===== src/rtl/mem_store_seq_if.sv =====
// AXI4 write-channel bundle (AW, W, B) between the store sequencer (master)
// and the memory-side slave.
interface mem_store_seq_if;
  logic [3:0]  awid;
  logic [31:0] awaddr;
  logic [2:0]  awsize;
  logic        awvalid;
  logic        awready;
  logic [31:0] wdata;
  logic [3:0]  wstrb;
  logic        wlast;
  logic        wvalid;
  logic        wready;
  logic [1:0]  bresp;
  logic        bvalid;
  logic        bready;

  modport master (
    output awid, awaddr, awsize, awvalid,
    input  awready,
    output wdata, wstrb, wlast, wvalid,
    input  wready,
    input  bresp, bvalid,
    output bready
  );

  modport slave (
    input  awid, awaddr, awsize, awvalid,
    output awready,
    input  wdata, wstrb, wlast, wvalid,
    output wready,
    output bresp, bvalid,
    input  bready
  );
endinterface


===== src/rtl/mem_store_seq.sv =====
// Store sequencer: turns a memory-stage store request into one (or, with
// STORE_SPLIT_EN defined, two) single-beat AXI writes and reports completion.
module mem_store_seq #(
  parameter logic [3:0] AW_ID    = 4'd1,
  parameter logic [1:0] ERR_MASK = 2'b10
) (
  input  logic                  clk,
  input  logic                  reset,
  input  logic                  req_valid,
  output logic                  req_ready,
  input  logic                  req_two,
  input  logic [31:0]           addr1,
  input  logic [31:0]           data1,
  input  logic [1:0]            size1,
  input  logic [31:0]           addr2,
  input  logic [31:0]           data2,
  input  logic [1:0]            size2,
  output logic                  done,
  output logic                  err,
  mem_store_seq_if.master       axi
);

  typedef enum logic [1:0] {IDLE, SEND, RESP} state_t;

  state_t      state, state_nxt;
  logic [31:0] addr1_q, data1_q;
  logic [1:0]  size1_q;
  logic        aw_done, w_done, err_acc;
  logic        done_q, err_q;
  logic [31:0] cur_addr, cur_data;
  logic [1:0]  cur_size;
  logic        accept, aw_hs, w_hs, b_hs, last_beat, bresp_err;

  function automatic logic [3:0] strb_of(input logic [1:0] size, input logic [1:0] lane);
    case (size)
      2'b00:   return 4'b0001 << lane;
      2'b01:   return 4'b0011 << {lane[1], 1'b0};
      default: return 4'b1111;
    endcase
  endfunction

  assign accept    = (state == IDLE) && req_valid;
  assign aw_hs     = (state == SEND) && !aw_done && axi.awready;
  assign w_hs      = (state == SEND) && !w_done && axi.wready;
  assign b_hs      = (state == RESP) && axi.bvalid;
  assign bresp_err = |(axi.bresp & ERR_MASK);

`ifdef STORE_SPLIT_EN
  logic [31:0] addr2_q, data2_q;
  logic [1:0]  size2_q;
  logic        two_q, beat;

  always_ff @(posedge clk) begin
    if (accept) begin
      two_q   <= req_two;
      addr2_q <= addr2;
      data2_q <= data2;
      size2_q <= size2;
    end
  end

  always_ff @(posedge clk) begin
    if (reset)                    beat <= 1'b0;
    else if (accept)              beat <= 1'b0;
    else if (b_hs && !last_beat)  beat <= 1'b1;
  end

  assign last_beat = !two_q || beat;
  assign cur_addr  = beat ? addr2_q : addr1_q;
  assign cur_data  = beat ? data2_q : data1_q;
  assign cur_size  = beat ? size2_q : size1_q;
`else
  // Second-beat inputs have no function in the single-beat build.
  logic unused_split;
  assign unused_split = ^{req_two, addr2, data2, size2};

  assign last_beat = 1'b1;
  assign cur_addr  = addr1_q;
  assign cur_data  = data1_q;
  assign cur_size  = size1_q;
`endif

  // NOTE: payload registers carry no reset; they are loaded on acceptance
  // before anything observes them, and every output is gated during reset.
  always_ff @(posedge clk) begin
    if (accept) begin
      addr1_q <= addr1;
      data1_q <= data1;
      size1_q <= size1;
    end
  end

  // NOTE: sequential state always uses non-blocking assignments so every
  // flop samples the pre-edge values regardless of statement order.
  always_ff @(posedge clk) begin
    if (reset) state <= IDLE;
    else       state <= state_nxt;
  end

  always_ff @(posedge clk) begin
    if (reset) begin
      aw_done <= 1'b0;
      w_done  <= 1'b0;
      err_acc <= 1'b0;
      done_q  <= 1'b0;
      err_q   <= 1'b0;
    end else begin
      done_q <= 1'b0;
      err_q  <= 1'b0;
      if (accept) begin
        aw_done <= 1'b0;
        w_done  <= 1'b0;
        err_acc <= 1'b0;
      end
      if (aw_hs) aw_done <= 1'b1;
      if (w_hs)  w_done  <= 1'b1;
      if (b_hs) begin
        err_acc <= err_acc | bresp_err;
        if (last_beat) begin
          done_q <= 1'b1;
          err_q  <= err_acc | bresp_err;
        end else begin
          aw_done <= 1'b0;
          w_done  <= 1'b0;
        end
      end
    end
  end

  always_comb begin
    state_nxt = state;
    unique case (state)
      IDLE:    if (req_valid) state_nxt = SEND;
      SEND:    if ((aw_done || aw_hs) && (w_done || w_hs)) state_nxt = RESP;
      RESP:    if (axi.bvalid) state_nxt = last_beat ? IDLE : SEND;
      default: state_nxt = IDLE;
    endcase
  end

  // NOTE: every output gets a default first so no path infers a latch.
  always_comb begin
    req_ready   = 1'b0;
    done        = 1'b0;
    err         = 1'b0;
    axi.awid    = '0;
    axi.awaddr  = '0;
    axi.awsize  = '0;
    axi.awvalid = 1'b0;
    axi.wdata   = '0;
    axi.wstrb   = '0;
    axi.wlast   = 1'b0;
    axi.wvalid  = 1'b0;
    axi.bready  = 1'b0;
    if (!reset) begin
      req_ready   = (state == IDLE);
      done        = done_q;
      err         = err_q;
      axi.awid    = AW_ID;
      axi.awaddr  = cur_addr;
      axi.awsize  = {1'b0, cur_size};
      axi.awvalid = (state == SEND) && !aw_done;
      axi.wdata   = cur_data;
      axi.wstrb   = strb_of(cur_size, cur_addr[1:0]);
      axi.wlast   = 1'b1;
      axi.wvalid  = (state == SEND) && !w_done;
      axi.bready  = (state == RESP);
    end
  end

endmodule


===== src/flat_wrapper.sv =====
// flat-port wrapper written by rule: the top's interface ports become plain ports
module mem_store_seq_flat 
#(
  parameter logic [3:0] AW_ID    = 4'd1,
  parameter logic [1:0] ERR_MASK = 2'b10
)
  (clk, reset, req_valid, req_ready, req_two, addr1, data1, size1, addr2, data2, size2, done, err, axi_awid, axi_awaddr, axi_awsize, axi_awvalid, axi_awready, axi_wdata, axi_wstrb, axi_wlast, axi_wvalid, axi_wready, axi_bresp, axi_bvalid, axi_bready);
  mem_store_seq_if axi_i ();
  input  logic clk;
  input  logic reset;
  input  logic req_valid;
  output logic req_ready;
  input  logic req_two;
  input  logic [31:0] addr1;
  input  logic [31:0] data1;
  input  logic [1:0] size1;
  input  logic [31:0] addr2;
  input  logic [31:0] data2;
  input  logic [1:0] size2;
  output logic done;
  output logic err;
  output wire logic [$bits(axi_i.awid)-1:0] axi_awid;
  output wire logic [$bits(axi_i.awaddr)-1:0] axi_awaddr;
  output wire logic [$bits(axi_i.awsize)-1:0] axi_awsize;
  output wire logic [$bits(axi_i.awvalid)-1:0] axi_awvalid;
  input wire logic [$bits(axi_i.awready)-1:0] axi_awready;
  output wire logic [$bits(axi_i.wdata)-1:0] axi_wdata;
  output wire logic [$bits(axi_i.wstrb)-1:0] axi_wstrb;
  output wire logic [$bits(axi_i.wlast)-1:0] axi_wlast;
  output wire logic [$bits(axi_i.wvalid)-1:0] axi_wvalid;
  input wire logic [$bits(axi_i.wready)-1:0] axi_wready;
  input wire logic [$bits(axi_i.bresp)-1:0] axi_bresp;
  input wire logic [$bits(axi_i.bvalid)-1:0] axi_bvalid;
  output wire logic [$bits(axi_i.bready)-1:0] axi_bready;
  assign axi_awid = axi_i.awid;
  assign axi_awaddr = axi_i.awaddr;
  assign axi_awsize = axi_i.awsize;
  assign axi_awvalid = axi_i.awvalid;
  assign axi_i.awready = axi_awready;
  assign axi_wdata = axi_i.wdata;
  assign axi_wstrb = axi_i.wstrb;
  assign axi_wlast = axi_i.wlast;
  assign axi_wvalid = axi_i.wvalid;
  assign axi_i.wready = axi_wready;
  assign axi_i.bresp = axi_bresp;
  assign axi_i.bvalid = axi_bvalid;
  assign axi_bready = axi_i.bready;
  mem_store_seq #(.AW_ID(AW_ID), .ERR_MASK(ERR_MASK)) u_core (.clk(clk), .reset(reset), .req_valid(req_valid), .req_ready(req_ready), .req_two(req_two), .addr1(addr1), .data1(data1), .size1(size1), .addr2(addr2), .data2(data2), .size2(size2), .done(done), .err(err), .axi(axi_i));
endmodule

===== config.mk =====
export PLATFORM = sky130hd
export DESIGN_NAME = mem_store_seq_flat
export DESIGN_NICKNAME = d
export VERILOG_FILES = /design/src/rtl/mem_store_seq_if.sv /design/src/rtl/mem_store_seq.sv /design/src/flat_wrapper.sv
export SDC_FILE = /design/constraint.sdc
export NUM_CORES = 1
export LEC_CHECK = 0
export CORE_ASPECT_RATIO = 0.7
export CORE_MARGIN = 4
export CORE_UTILIZATION = 34
export CTS_BUF_LIST = sky130_fd_sc_hd__clkbuf_8
export CTS_CLUSTER_SIZE = 25
export DETAILED_ROUTE_END_ITERATION = 10
export PLACE_DENSITY_LB_ADDON = 0.05
export SLEW_MARGIN = 20
export SYNTH_ARGS = -nofsm -noshare
export SYNTH_HDL_FRONTEND = slang
export SYNTH_SLANG_ARGS = --single-unit

===== constraint.sdc =====
create_clock -name clk -period 9.3 [get_ports clk]
set_clock_uncertainty 0.15 [all_clocks]
set_input_delay 1.86 -clock clk [delete_from_list [all_inputs] [get_ports clk]]
set_output_delay 1.86 -clock clk [all_outputs]
set_load 0.03 [all_outputs]

# After elaboration in Yosys (flattened, before gate mapping)
# Index checks and enable logic that the tools add are counted.
# classes
eq_ne	6
shifts	2
mux	22
bitwise_logic	2
reduce_logical	18
# ops
op	n
$mux W32	2
$mux W1	13
$mux W2	4
$pmux W4 S2	1
$logic_and A1 B1 Y1	7
$ne A2 B2 Y1 const B	3
$pmux W2 S3	1
$reduce_bool A2 Y1	3
$eq A2 B1 Y1 const B	2
$logic_not A2 Y1	2
$mux W4	1
$shl A1 B2 Y4 const A	1
$shl A2 B2 Y4 const A	1
$reduce_and A3 Y1	1
$eq A2 B2 Y1 const B	1
$logic_not A1 Y1	2
$logic_or A1 B1 Y1	2
$reduce_or A2 Y1	1
$not A1 Y1	1
$or A1 B1 Y1	1
# totals
ff_bits	73
in_bits	141
elab_cells	59

# Logic depth before layout (Yosys ltp)
# Gate-level depths: netlist of the first run.
# depth
depth_word	7
mapped_depth	4
depth_no_buf	3

# Worst setup path before layout of the first run
# OpenSTA, ideal clock, no wires.
# synth_timing
path_kind	input -> register
from	input req_valid
to	register u_core.aw_done
setup_time_ns	0.122
arrival_ns	7.418
path_slack_ns	1.610
path_stages	3
path_buffers	0
path_cell_list	nor3b_1 nor2_1 a22o_1
# synth_between
elab_chain_len	2
# synth_lines
element	line_no	rtl
start: declaration	flat_wrapper.sv:11	input logic req_valid;
$logic_and A1 B1 Y1	mem_store_seq.sv:42	assign accept = (state == IDLE) && req_valid;
$reduce_bool A2 Y1 (no source line)	--	
end signal: assignment	mem_store_seq.sv:102	aw_done <= 1'b0;
end signal: assignment	mem_store_seq.sv:111	aw_done <= 1'b0;
end signal: assignment	mem_store_seq.sv:115	if (aw_hs) aw_done <= 1'b1;
end: declaration	mem_store_seq.sv:28	logic aw_done, w_done, err_acc;
# No other way between the ends.
# A chain may end at the register's enable or synchronous reset.

# Final worst setup path of the first run
# layout_timing
from	input reset
to	output axi_wvalid
# layout_between
elab_chain_len	1
# layout_lines
element	line_no	rtl
start: declaration	flat_wrapper.sv:10	input logic reset;
$mux W1	mem_store_seq.sv:154	if (!reset) begin
end: declaration	flat_wrapper.sv:30	output wire logic [$bits(axi_i.wvalid)-1:0] axi_wvalid;
# No other way between the ends.

==> results of run 1 <==
-- routing by layer --
metal | share of wire | global-route usage
met1 | 0.41 | 0.158
met2 | 0.45 | 0.200
met3 | 0.14 | 0.0804
met4 | 0.0068 | 0.0411
met5 | 0 | 0
-- sequential cells by signal, summed over array words and instances, names as in the netlist --
name	cells
u_core.addr1_q	32
u_core.cur_size	2
u_core.err_acc	1
u_core.done_q	1
u_core.err_q	1
u_core.aw_done	1
u_core.w_done	1
u_core.cur_data	32
u_core.state	2
-- where the power goes --
group	switching (uW)	internal (uW)	total (uW)	leakage [uW]
Combinational	77.8	70.0	148	0.000835
Sequential	5.14	384	389	0.000689
Clock	112	176	288	0.000118
Total	195	630	825	0.00164
-- metrics by stage --
step | cell area [um^2] | worst slack [ns]
floorplan | 2810 | 1.61
detailed placement | 4380 | 3.63
finish | 4620 | 3.64
global placement | 4380 | 3.63
CTS | 4620 | 3.63
global route | 4620 | 3.51
-- how the worst max path moves through the flow --
stage | cells after the start | slack [ns] | start | end
floorplan | 3 | 1.61 | req_valid | u_core.aw_done$_SDFFE_PP0P_
global placement | 5 | 3.63 | reset | axi_wvalid
detailed placement | 5 | 3.63 | reset | axi_awvalid
CTS | 5 | 3.63 | reset | axi_awvalid
global route | 5 | 3.51 | reset | axi_wvalid
finish | 5 | 3.64 | reset | axi_wvalid
-- cells by family (layout without fill, tap and decap cells) --
family          Yosys count  after routing  synth area share
buf+inv                  17            172            0.0317
flops                    73             73             0.757
simple gates             84             84             0.182
compound gates           11             11            0.0272
other cells               1              4           0.00134
-- worst register-to-register path: stages (launching register included) --
cell and delay (ns):
dfxtp_1 0.37, nor3b_2 0.77, buf_4 0.74, nor2_1 0.19
a22o_1 0.23
-- placed cells by master, fill, tap and decap left out --
cell	n
dfxtp_1	7
a31oi_1	1
a21oi_1	3
buf_4	2
o2111a_1	1
conb_1	4
edfxtp_1	66
nand2b_1	1
clkinv_2	1
clkinv_1	1
nor2_1	7
or3b_4	1
inv_1	4
a22o_1	2
nor2_2	2
nand2_1	1
or4_1	1
inv_2	1
o22ai_1	1
clkinvlp_4	1
nor3b_2	1
and3_1	1
or2_2	1
a21o_1	2
o21ai_1	1
nor2b_1	66
clkdlybuf4s50_1	149
nor3_1	2
buf_2	1
bufinv_16	3
clkbuf_8	9
-- final cells by class --
class                      instances  area share
clock inverter                     7      0.0239
multi-input combinational         99       0.131
inverter                           4     0.00325
sequential                        73       0.460
tap                              101      0.0274
timing repair buffer             152       0.327
clock buffer                       9      0.0268
==> flow_summary.json, run 1 <==
{
  "fin_crit_ns": 5.66,
  "postCtsHoldBufs": 0,
  "die_y_um": 83.9,
  "maxCapViolCount": 0,
  "finalSetupTns_ns": 0,
  "drive_above_1_share": 0.0669,
  "multi_input_area_um2": 607,
  "hold_start": "u_core.err_acc$_SDFFE_PP0P_",
  "place_congestion": 0.724,
  "total_power_uw": 825,
  "core_mm2": 0.00794,
  "cts_root_buffer": "clkbuf_8",
  "critPathLaunchType": "input port",
  "min_to": "u_core.err_acc$_SDFFE_PP0P_",
  "grt_pass1_vias": 1859,
  "worstPathCellList": "buf_2 -> buf_4 -> or3b_4 -> nor2_2 -> clkdlybuf4s50_1",
  "clock.fmax_mhz": 177,
  "clkLatencyLatePin_ns": 0.33,
  "grt_antenna_before_repair": 0,
  "hold_class": "reg2reg",
  "worstPathRequired_ns": 7.29,
  "post_cts_buffers": 0,
  "crit_fanout": 79,
  "ys_warn_count": 0,
  "synth_seq_area_share": 0.757,
  "numPlacedInstances": 429,
  "r2r_cells": 4,
  "setup_viol": 0,
  "fin_util": 0.581,
  "whs_ns": 0.320,
  "cts_tree": "built",
  "crit_family": "buffers and inverters",
  "rsz0062_at_grt": "no",
  "place_hpwl_um": 4490,
  "cts_made_buffers": 9,
  "fin_cells": 445,
  "async_reset_ff_frac": 0,
  "clk_pin_slew_worst_paths_ns": 0.07,
  "grt_max_degree": 80,
  "drc_errors": 0,
  "nets": 480,
  "powerDensity_mw_per_mm2": 179,
  "r2r-start": "u_core.state[1]$_SDFFE_PP0P_",
  "synth_common_cells": "edfxtp_1 (66), nor2b_1 (66), dfxtp_1 (7), nor2_1 (7)",
  "vias": 1869,
  "worstMarginPinSlew_ns": 0.908,
  "period_share": 0.609,
  "port-buffer-count": 150,
  "h-tree-depth": 3,
  "hold_depth": 1,
  "wl_um": 6470,
  "cts_resized": 0,
  "synth_cells": 186,
  "cp_slowest_stage_delay_ns": 0.69,
  "hold_viol_final": 0,
  "grtUsageTotal": 0.133,
  "rr_endpoint": "u_core.aw_done$_SDFFE_PP0P_",
  "die-area_mm2": 0.00978,
  "outcome": "finished, final reports clean",
  "clk_path_buf_depth": 2,
  "leakagePower_uw": 0.00164,
  "r2r_setup_slack_ns": 6.73,
  "crit_buf_inv": 3,
  "report.final.slew_viol_count": 0,
  "yosys-top-cells-area": "edfxtp_1 (71%), nor2b_1 (15%), dfxtp_1 (5.0%)",
  "vias_per_cell": 4.20,
  "cts.sinks": 73,
  "synth.avg_cell_area_um2": 15.1,
  "syn_area_mm2": 0.00280,
  "yosys_most_used_dff": "edfxtp_1",
  "grt.overflow.total": 0,
  "drtIter0Drc": 61,
  "num_io_pins": 223,
  "end_kind": "output pin",
  "routedWlPerCell_um": 14.5,
  "synth_top_area_frac": 0.707,
  "synth-seq-cells": 73,
  "detail-route-antenna-nets": 0,
  "synth-edff-count": 66,
  "yosys.area.top_type": "edfxtp_1",
  "slew-limit-headroom": 0.392,
  "slowest_stage": "clkdlybuf4s50_1",
  "nFillCells": 652,
  "register_area_mm2": 0.00212,
  "synth_cell_types": 26,
  "path_class": "in2out",
  "rows": 27,
  "die_w_um": 116,
  "syn_to_final_growth_pct": 64.8,
  "start_util": 0.353,
  "grt_pass1_wl_um": 9830,
  "critPathArrivalTime_ns": 3.65,
  "n_antenna_cell": 0,
  "ir_worst_vdd_uv": 121,
  "drt_first_pass_iters": 4
}
No activity file was read; power rests on OpenSTA's default activity.
==> run 2, diff against run 1 <==
- clock period: 9.3 -> 5.6 ns (I/O delays scaled with it)
==> run 2 against run 1 <==
Effect of this change:
- routed wire length down 2.4%
- final cell count down 0.22%
- sequential power is 66% higher
==> flow_summary.json, run 2 (same netlist as run 1, synthesis figures left out) <==
{
  "core_mm2": 0.00794,
  "slowest_stage": "clkdlybuf4s50_1",
  "pre_cts_ws_ns": 1.36,
  "critPathLaunchType": "input port",
  "drc_errors": 0,
  "drtIter0Drc": 53,
  "critical_path_depth": 4,
  "hold_depth": 1,
  "place_congestion": 0.701,
  "die_w_um": 116,
  "setup_viol": 0,
  "worstMarginPinSlew_ns": 0.834,
  "ir_worst_vdd_uv": 144,
  "cts_made_buffers": 9,
  "whs_ns": 0.313,
  "postCtsHoldBufs": 0,
  "report.final.slew_viol_count": 0,
  "crit_family": "buffers and inverters",
  "cts_root_buffer": "clkbuf_8",
  "r2r_setup_slack_ns": 3.58,
  "clk_path_buf_depth": 2,
  "rsz0062_at_grt": "no",
  "r2r-start": "u_core.state[1]$_SDFFE_PP0P_",
  "routedWlPerCell_um": 14.2,
  "die_y_um": 83.9,
  "worst_slack_ns": 1.44,
  "clk_pin_slew_worst_paths_ns": 0.07,
  "post_cts_buffers": 0,
  "grt_antenna_before_repair": 0,
  "grtUsageTotal": 0.132,
  "hold_start": "u_core.err_acc$_SDFFE_PP0P_",
  "finalSetupTns_ns": 0,
  "hold_viol_final": 0,
  "end_kind": "output pin",
  "r2r_cells": 4,
  "syn_to_final_growth_pct": 63.2,
  "outcome": "finished, final reports clean",
  "grt_pass1_vias": 1845,
  "h-tree-depth": 3,
  "worstPathCellList": "buf_2 -> buf_4 -> nor2b_1 -> clkdlybuf4s50_1",
  "vias": 1877,
  "n_antenna_cell": 0,
  "drive_above_1_share": 0.0700,
  "crit_start": "reset",
  "start_util": 0.353,
  "place_hpwl_um": 4500,
  "die-area_mm2": 0.00978,
  "vias_per_cell": 4.23,
  "clkLatencyLatePin_ns": 0.33,
  "num_io_pins": 223,
  "detail-route-antenna-nets": 0,
  "port-buffer-count": 150,
  "cts_resized": 0,
  "crit_fanout": 43,
  "slew-limit-headroom": 0.444,
  "fin_crit_ns": 4.16,
  "rows": 27,
  "clock.fmax_mhz": 240,
  "hold_class": "reg2reg",
  "grt.overflow.total": 0,
  "crit_buf_inv": 3,
  "grt_pass1_wl_um": 9740,
  "grt_max_degree": 66,
  "cts_tree": "built",
  "worstPathRequired_ns": 4.33,
  "final_common_cell": "clkdlybuf4s50_1",
  "nets": 480,
  "maxCapViolCount": 0,
  "leakagePower_uw": 0.00162,
  "drt_first_pass_iters": 4,
  "powerDensity_mw_per_mm2": 279,
  "final_cell_mix": "clkdlybuf4s50_1 (149), nor2b_1 (66), edfxtp_1 (66)",
  "wl_um": 6310,
  "cp_slowest_stage_delay_ns": 0.61,
  "path_class": "in2out",
  "cts.sinks": 73,
  "critPathArrivalTime_ns": 2.89,
  "fin_util": 0.576,
  "period_share": 0.744
}
-- run 2: final cells by class --
class,instances,area (um^2)
multi-input combinational,99,613
inverter,4,15.0
fill,685,3370
clock inverter,6,60.1
tap,101,126
timing repair buffer,152,1510
clock buffer,9,124
sequential,73,2120
-- run 2: power by group --
group	switching, uW	total [uW]	internal, uW
Sequential	8.86	647	638
Combinational	128	245	117
Clock	182	383	201
-- run 2: path summary, 6_finish.rpt --
check	to
worst min-delay path	u_core.err_acc$_SDFFE_PP0P_
worst min register to register	u_core.err_acc$_SDFFE_PP0P_
worst max register to register	u_core.aw_done$_SDFFE_PP0P_
worst max-delay path	axi_wdata[25]
-- run 2: layer usage --
metal	GRT usage	vias up	wire length (um)
met5	0	-	0
met4	0.0316	0	59
met3	0.0891	7	881
met2	0.204	94	2850
met1	0.150	840	2520
li1	-	936	-
-- run 2: through the flow --
stage | instance area [um^2] | cells | power (uW)
2_1_floorplan | 2820 | 189 | 785
3_3_place_gp | 4390 | 429 | 905
3_5_place_dp | 4390 | 429 | 907
4_1_cts | 4570 | 444 | 1300
5_1_grt | 4570 | 444 | 1340
6_report | 4570 | 444 | 1270
==> run 3, diff against run 2 <==
- clock period: 5.6 -> 4.15 ns (I/O delays scaled with it)
==> run 3 against run 2 <==
Effect of this change:
- sequential cell count unchanged
- critical path depth rose by 1
- highest routed layer unchanged
- critical path type unchanged
- count of clock-buffer cells in the layout is the same
- power is 39% higher
- design area grew 0.88%
- sequential share of layout area is 0.40 points lower
==> flow_summary.json, run 3 (same netlist as run 1, synthesis figures left out) <==
{
  "pre_cts_ws_ns": 0.788,
  "end_kind": "output pin",
  "path_class": "in2out",
  "nFillCells": 652,
  "report.final.slew_viol_count": 0,
  "ir_worst_vdd_uv": 224,
  "grt.overflow.total": 0,
  "drc_errors": 0,
  "combPwrFrac": 0.188,
  "fin_crit_ns": 3.34,
  "rows": 27,
  "hold_class": "reg2reg",
  "cts.sinks": 73,
  "num_io_pins": 223,
  "drive_above_1_share": 0.0638,
  "drt_first_pass_iters": 4,
  "final_cell_mix": "clkdlybuf4s50_1 (149), nor2b_1 (66), edfxtp_1 (66)",
  "pwr-share-clk": 0.320,
  "postCtsHoldBufs": 0,
  "vias": 1866,
  "clock.fmax_mhz": 300,
  "detail-route-antenna-nets": 0,
  "maxCapViolCount": 0,
  "rsz0062_at_grt": "no",
  "post_cts_buffers": 0,
  "cts_made_buffers": 9,
  "clkLatencyLatePin_ns": 0.34,
  "grt_max_degree": 69,
  "place_hpwl_um": 4640,
  "cts_resized": 0,
  "leakagePower_uw": 0.00165,
  "final_common_cell": "clkdlybuf4s50_1",
  "vias_per_cell": 4.18,
  "met2_usage": 0.211,
  "syn_to_final_growth_pct": 64.6,
  "grt_pass1_vias": 1827,
  "cts_tree": "built",
  "use_met3": 0.0862,
  "multi_input_area_um2": 613,
  "total_power_uw": 1780,
  "worstPathRequired_ns": 3.17,
  "intPower_uw": 1350,
  "grt_use_met1": 0.139,
  "period_share": 0.804,
  "critPathLaunchType": "input port",
  "clk_pin_slew_worst_paths_ns": 0.07,
  "cts_root_buffer": "clkbuf_8",
  "switchingPower_uw": 427,
  "critPathArrivalTime_ns": 2.36,
  "netSwitchingFraction": 0.240,
  "setup_viol": 0,
  "register_area_mm2": 0.00212,
  "worst_slack_ns": 0.813,
  "die_w_um": 116,
  "core_mm2": 0.00794,
  "start_util": 0.353,
  "outcome": "finished, final reports clean",
  "finalSetupTns_ns": 0,
  "place_congestion": 0.697,
  "drtIter0Drc": 62,
  "grt_antenna_before_repair": 0,
  "powerDensity_mw_per_mm2": 385,
  "routedWlPerCell_um": 14.3,
  "die_y_um": 83.9,
  "wl_um": 6390,
  "grt_busiest_layer": "met2",
  "h-tree-depth": 3,
  "nets": 481,
  "hold_viol_final": 0,
  "clk_path_buf_depth": 2,
  "crit_fanout": 24,
  "port-buffer-count": 150,
  "n_antenna_cell": 0,
  "pwr-share-seq": 0.491,
  "die-area_mm2": 0.00978,
  "grt_pass1_wl_um": 9440,
  "grtUsageTotal": 0.130
}
-- run 3: cell types whose count changed in the layout (fill, tap and decap cells not counted), sizes merged --
cell / before / now
bufinv: 1 / 2
clkinv: 3 / 1
clkinvlp: 2 / 0
buf: 3 / 4
inv: 4 / 8
-- run 3: power by group through the flow --
stage	clock, uW	sequential [uW]	combinational [uW]
after floorplan	0	888	170
after global placement	0	888	337
after detailed placement	0	890	338
after CTS	591	873	339
after global routing	620	878	355
final	569	873	334
-- run 3: worst paths after layout --
path | from | endpoint | slack, ns | cells after the start
worst max-delay path | reset | axi_wstrb[3] | 0.81 | 5
worst min-delay path | u_core.err_acc$_SDFFE_PP0P_ | u_core.err_acc$_SDFFE_PP0P_ | 0.32 | 1
worst max register to register | u_core.state[0]$_SDFFE_PP0P_ | u_core.w_done$_SDFFE_PP0P_ | 2.59 | 4
worst min register to register | u_core.err_acc$_SDFFE_PP0P_ | u_core.err_acc$_SDFFE_PP0P_ | 0.32 | 1
-- run 3: layout make-up --
| class | instances | area share |
|---|---|---|
| Clock buffer | 9 | 0.0269 |
| Clock inverter | 7 | 0.0174 |
| Inverter | 4 | 0.00326 |
| Multi-Input combinational cell | 99 | 0.133 |
| Sequential cell | 73 | 0.460 |
| Tap cell | 101 | 0.0274 |
| Timing Repair Buffer | 153 | 0.332 |
-- run 3: per-layer routing --
layer | share of wire | wire length [um]
met5 | 0 | 0
met4 | 0.0047 | 30
met3 | 0.13 | 831
met2 | 0.48 | 3070
met1 | 0.38 | 2460
-- run 3: stage by stage --
step,area (um^2),util,cells,hold WS (ns)
floorplan,2820,-,189,0.277
global placement,4410,0.555,430,0.293
detailed placement,4410,0.555,430,0.294
CTS,4610,0.581,446,0.316
global route,4610,0.581,446,0.343
finish,4610,0.581,446,0.318
-- run 3: worst max-delay path, cell delays in order --
cell and delay (ns):
buf_2 0.32, buf_4 0.34, nor2_1 0.08, a21o_1 0.18, clkdlybuf4s50_1 0.59
